===== config.mk =====
export PLATFORM = sky130hd
export DESIGN_NAME = regfile_write_arbiter
export DESIGN_NICKNAME = d
export VERILOG_FILES = /design/src/rtl/regfile_write_arbiter.sv
export SDC_FILE = /design/constraint.sdc
export NUM_CORES = 1
export LEC_CHECK = 0
export BUFFER_PORTS_ARGS = -buffer_cell sky130_fd_sc_hd__clkbuf_2
export CAP_MARGIN = 20
export CORE_MARGIN = 1
export CORE_UTILIZATION = 48
export CTS_BUF_LIST = sky130_fd_sc_hd__clkbuf_2 sky130_fd_sc_hd__clkbuf_4 sky130_fd_sc_hd__clkbuf_8
export DETAILED_ROUTE_END_ITERATION = 10
export PLACE_DENSITY = 0.82
export SLEW_MARGIN = 0
export SYNTH_ARGS = -nofsm -noshare
export SYNTH_HDL_FRONTEND = slang
export SYNTH_SLANG_ARGS = --single-unit

===== constraint.sdc =====
create_clock -name clk -period 5.9 [get_ports clk]
set_clock_uncertainty 0.1 [all_clocks]
set_input_delay 0.885 -clock clk [delete_from_list [all_inputs] [get_ports clk]]
set_output_delay 0.885 -clock clk [all_outputs]
set_load 0.1 [all_outputs]

===== src/rtl/regfile_write_arbiter.sv =====
// regfile_write_arbiter: clears registers 0..30 after reset, then arbitrates two
// write requesters onto a single registered register-file write port.
module regfile_write_arbiter #(
   parameter int DATA_W = 64
) (
   input  logic              clk,
   input  logic              reset_n,
   input  logic              a_valid,
   input  logic [4:0]        a_addr,
   input  logic [DATA_W-1:0] a_data,
   output logic              a_ready,
   input  logic              b_valid,
   input  logic [4:0]        b_addr,
   input  logic [DATA_W-1:0] b_data,
   output logic              b_ready,
   output logic              wr_en,
   output logic [4:0]        wr_addr,
   output logic [DATA_W-1:0] wr_data,
   output logic              init_done
);
   typedef enum logic {INIT, RUN} state_t;
   state_t              r_state, w_next;
   logic [4:0]          r_cnt;
   logic                r_ptr;
   logic                w_run, w_xfer, w_write;
   logic [4:0]          w_addr;
   logic [DATA_W-1:0]   w_data;
   always_ff @(posedge clk or negedge reset_n) begin
      if (!reset_n) r_state <= INIT;
      else r_state <= w_next;
   end
   always_comb begin
      w_next = r_state;
      if (r_state == INIT && r_cnt == 5'd30) w_next = RUN;
   end
   // r_ptr=0 gives A priority on a contested cycle, r_ptr=1 gives B priority
   assign w_run   = (r_state == RUN);
   assign a_ready = w_run & a_valid & (~b_valid | ~r_ptr);
   assign b_ready = w_run & b_valid & (~a_valid | r_ptr);
   assign w_xfer  = a_ready | b_ready;
   assign w_addr  = a_ready ? a_addr : b_addr;
   assign w_data  = a_ready ? a_data : b_data;
   assign w_write = w_xfer & (w_addr != 5'd31);
   always_ff @(posedge clk or negedge reset_n) begin
      if (!reset_n) begin
         wr_en     <= 1'b0;
         wr_addr   <= '0;
         wr_data   <= '0;
         init_done <= 1'b0;
         r_cnt     <= '0;
         r_ptr     <= 1'b0;
      end else if (!w_run) begin
         wr_en     <= 1'b1;
         wr_addr   <= r_cnt;
         wr_data   <= '0;
         r_cnt     <= r_cnt + 5'd1;
         init_done <= (w_next == RUN);
      end else begin
         wr_en <= w_write;
         if (w_write) begin
            wr_addr <= w_addr;
            wr_data <= w_data;
         end
         if (w_xfer) r_ptr <= a_ready;
      end
   end
endmodule


; ---- Yosys cells after proc, flatten, opt, wreduce, memory -nomap -nowiden
; Index checks and enable logic that the tools add are counted.
[word_totals]
inputBits = 142
out_inout_bits = 73
wordCells = 33
regBits = 78
[classes]
n_mux = 8
add_sub_neg = 1
bitwise_logic = 12
n_reduce_logical = 2
n_eq_ne = 3
[ops]
columns = cell, count
row1 = 2-to-1 mux 64 bit, 3
row2 = 2-to-1 mux 5 bit, 3
row3 = adder 5 x 1 -> 5 bit (second input constant), 1
row4 = bitwise AND 1 bit, 5
row5 = equality test 5 bit (second input constant), 1
row6 = != test 5 bit (second input constant), 1
row7 = NOT 1 bit, 4
row8 = OR 1 bit, 3
row9 = 2-to-1 mux 1 bit, 2
row10 = != test 2 x 1 -> 1 bit (second input constant), 1
row11 = AND reduction 2 bit, 1
row12 = logical AND 1 bit, 1

; ---- Logic depth before layout (Yosys ltp)
[logic_depth]
depth_word = 8
ltp_mapped = 7
ltp_nobuf = 5

; ---- Least setup slack after synthesis
; Ideal clock, no wire load.
[synth_path]
kind = input to output
startpoint = in b_valid
endpoint = out b_ready
path_buffers = 0
path_stages = 2
setup_slack_ps = 2511
arrival_time_ps = 2404
path_cell_list = nand2_1 -> a21oi_1
[synth_via]
elab_chain_cells = 2
[synth_rtl]
columns = item, line
row1 = "start, declared", 12  ; input logic b_valid,
row2 = bitwise AND 1 bit (2 in a row), 39  ; assign b_ready = w_run & b_valid & (~a_valid | r_ptr);
row3 = "end, declared", 15  ; output logic b_ready,
; Every way passes these cells.

; ---- Worst setup path in the final report
[layout_path]
startpoint = in b_valid
endpoint = reg wr_data[44]
[layout_via]
elab_chain_cells = 7
elab_cells_between_ends = 13
classes_between = 2 x eq/ne / 4 x mux / 7 x bitwise
[layout_rtl]
columns = item, line
row1 = NOT 1 bit, 38  ; assign a_ready = w_run & a_valid & (~b_valid | ~r_ptr);
row2 = OR 1 bit, 38
row3 = bitwise AND 1 bit, 38
row4 = 2-to-1 mux 5 bit, 41  ; assign w_addr = a_ready ? a_addr : b_addr;
row5 = != test 5 bit, 43  ; assign w_write = w_xfer & (w_addr != 5'd31);
row6 = bitwise AND 1 bit, 43
row7 = != test 2 x 1 -> 1 bit (no line), n/a
row8 = "end signal, assigned", 62  ; wr_data <= w_data;
row9 = "end, declared", 18  ; output logic [DATA_W-1:0] wr_data,
; Parallel ways exist; a longest one is shown, timed or not. The select of a mux whose other input is x is not followed.
; A chain may end at the register's enable or synchronous reset.

==> flow_summary.ini <==
[status]
run_status = completed

[timing]
timing.max_slew.rel_slack_pct = 28.39
grt_setup_unrepaired = no
timing.final.setup_violations = 0
fin_ws_ns = 2.631
final.min_clock_period_ns = 3.269
fin_crit_sh_pct = 55.41
totalNegativeSetupSlack_ns = 0
worst-slew-pin-transition_ns = 1.074
achievable-frequency_mhz = 305.9
slew_violations = 0
fin_worst_hold_slack_ns = 0.3921
timing.final.hold_violations = 0

[placed_design]
post_dp_cell_area_um2 = 5064
buffer_ports.inserted = 214
preCtsSetupSlack_ns = 2.298
gpl.final_weighted_congestion = 0.8264
total_half_perimeter_wirelength_after_legalization_and_detailed_placement_mm = 7.503

[floorplan]
die_height_um = 92.96
die_w_um = 92.96
placeableCoreArea_um2 = 7848
initial_core_util_pct = 50.61
io_pins = 215
floorplan.rows = 32
die_area_um2 = 8642

[global_route]
antenna_found_initial = 0
first_global_vias = 3442
overall_overflow_remaining_after_global_route = 0
gr-usage-all-layers_pct = 23.86
wire_length_of_the_first_global_routing_pass_mm = 15.97
pin_count_of_the_biggest_net_entering_global_routing = 133

[clock_tree]
cts_tree = done
cts.hold.buffers_added = 0
root_buffer = sky130_fd_sc_hd__clkbuf_8
clock_insertion_delay_worst_skew_ns = 0.34
cts_num_sinks = 78
clock_tree.htree_level_count = 3
path_clk_slew_ns = 0.08
post_cts_resize_count = 0
clk_path_buf_depth = 2
cts_buffers = 9
post-cts-setup-buffer-count = 0

[power_and_ir_drop]
total_leakage_power_nw = 2.806
ir_drop_uv = 222.0
power.density_cell_area_nw_per_um2 = 353.1

[synthesis]
synthesis.instances = 414
synth.area.top_cells = sky130_fd_sc_hd__dfrtp_1 49%, sky130_fd_sc_hd__mux2_2 18%, sky130_fd_sc_hd__nand2_1 12%
ys.flop_type = sky130_fd_sc_hd__dfrtp_1
postSynthRegisterBits = 78
postSynthNetCount = 558
synth_cell_type_count = 26
post-synth-top-area-fraction_pct = 49.15
synthesis.yosys.warnings = 0
netlist_area_um2 = 3971
synth_edf_count = 0
post-synth-top-area-cell = sky130_fd_sc_hd__dfrtp_1
synthArstFlopShare_pct = 100.0
postSynthAreaPerCell_um2 = 9.593
synth-seq-area-share_pct = 49.15

[worst_setup_path]
data_arrival_time_of_the_worst_path_ns = 3.39
cp_top_family = compound AO/OA/AOI/OAI gates
path_cells = clkbuf_2, a21boi_0, nor2_1, a31o_2, a21oi_4, buf_4, mux2_2
critPathRequiredTime_ns = 6.02
crit_type = in -> reg
worstSetupEndpointType = register
critical_path.n_buffers_inverters = 2
critical_path_peak_fanout = 42
slowest_delay_ns = 0.72
rrSetupSlack_ns = 2.85
cpMaxStageDelayCell = sky130_fd_sc_hd__a21oi_4
crit_path_start_kind = primary input

[layout]
fin_area_um2 = 5263
post_layout_net_count = 756
layout-drive-gt1-share_pct = 48.62
area_growth_syn_to_layout_pct = 32.51
n_diodes = 0
final_core_utilization_pct = 67.06

[job]
timing.max_cap.violations = 0

[hold_path]
class_of_the_tightest_hold_or_removal_check = reg -> reg

[detailed_routing]
drcViolationCount = 0
finalWirelength_mm = 10.08
detailedRoute.firstPassIterationCount = 4
drtAntennaViolNets = 0
detailedRoute.firstIterationViolations = 111
drt-wirelength-per-cell_um = 14.02
num_vias = 3621
routed_via_density = 5.036
## sequential cells by signal, indices dropped and copies added (netlist names)
name	cells
r_ptr	1
wr_data	64
wr_en	1
wr_addr	5
init_done	1
r_state	1
r_cnt	5
## cell usage in the layout (no fill, tap or decap), types with 4 or more instances in the layout
| cell type | instances |
|---|---|
| sky130_fd_sc_hd__mux2_1 | 5 |
| sky130_fd_sc_hd__mux2_2 | 63 |
| sky130_fd_sc_hd__clkbuf_2 | 213 |
| sky130_fd_sc_hd__o21ai_0 | 65 |
| sky130_fd_sc_hd__a21oi_1 | 6 |
| sky130_fd_sc_hd__xnor2_1 | 4 |
| sky130_fd_sc_hd__dfrtp_1 | 77 |
| sky130_fd_sc_hd__nor2_1 | 5 |
| sky130_fd_sc_hd__buf_4 | 4 |
| sky130_fd_sc_hd__mux2i_1 | 6 |
| sky130_fd_sc_hd__clkbuf_8 | 10 |
| sky130_fd_sc_hd__nand2_1 | 132 |
## final timing paths
kind                                   startpoint                 endpoint  depth (start not counted)
max                                       b_valid  wr_data[44]$_DFFE_PN0P_                          7
min                        wr_addr[4]$_DFFE_PN0P_   wr_addr[4]$_DFFE_PN0P_                          1
max reg2reg                     r_ptr$_DFFE_PN0P_  wr_data[44]$_DFFE_PN0P_                          6
min reg2reg                wr_addr[4]$_DFFE_PN0P_   wr_addr[4]$_DFFE_PN0P_                          1
max in group asynchronous                 reset_n        r_state$_DFF_PN0_                          1
min in group asynchronous                 reset_n  wr_data[31]$_DFFE_PN0P_                          1
## synthesized netlist by cell type (4+ instances only)
library cell / number
sky130_fd_sc_hd__o21ai_0: 65
sky130_fd_sc_hd__buf_2: 4
sky130_fd_sc_hd__mux2_1: 5
sky130_fd_sc_hd__buf_1: 4
sky130_fd_sc_hd__dfrtp_1: 78
sky130_fd_sc_hd__nor2_1: 5
sky130_fd_sc_hd__buf_4: 6
sky130_fd_sc_hd__a21oi_1: 6
sky130_fd_sc_hd__clkbuf_1: 16
sky130_fd_sc_hd__mux2i_1: 6
sky130_fd_sc_hd__mux2_2: 63
sky130_fd_sc_hd__nand2_1: 132
sky130_fd_sc_hd__xnor2_1: 4
## per-layer routing
layer | global-route usage [%] | part of all wire [%] | wire length [um] | vias up
met1 | 26.93 | 39 | 3949 | 1662
met4 | 12.56 | 3.4 | 341 | 0
met2 | 43.01 | 52 | 5245 | 145
met5 | 0 | 0 | 0 | -
li1 | - | - | - | 1783
met3 | 3.777 | 5.4 | 545 | 31
## per-stage QoR
| stage | power [mW] | instances |
|---|---|---|
| floorplan | 1.303 | 414 |
| global placement | 1.461 | 703 |
| CTS | 1.872 | 719 |
| finish | 1.858 | 719 |
| global route | 1.930 | 719 |
| detailed placement | 1.476 | 703 |
## final cells by class
type                            count  area [um^2]
Fill cell                         665         2585
Sequential cell                    78         1953
Multi-Input combinational cell    303         1876
Timing Repair Buffer              217         1096
Clock buffer                       10        137.6
Tap cell                          102        127.6
Clock inverter                      6        61.31
Inverter                            3        11.26
## power by group
group | internal, mW | leakage [nW] | total, mW | switching [mW]
Sequential | 0.604 | 0.906 | 0.643 | 0.0393
Clock | 0.205 | 0.102 | 0.396 | 0.190
Combinational | 0.161 | 1.80 | 0.820 | 0.659
Total | 0.970 | 2.81 | 1.86 | 0.888
## cells by family (layout without fill, tap and decap cells)
family          count (synthesis)  count (layout)  share of synthesized area [%]
mux                            74              74                          20.79
fa+ha+maj                       2               2                         0.6300
xor+xnor                        4               4                         0.8821
simple gates                  147             147                          14.49
flops                          78              78                          49.15
compound gates                 76              76                          10.24
buf+inv                        33             236                          3.812
Note: power is estimated with default switching activity, not from simulation.
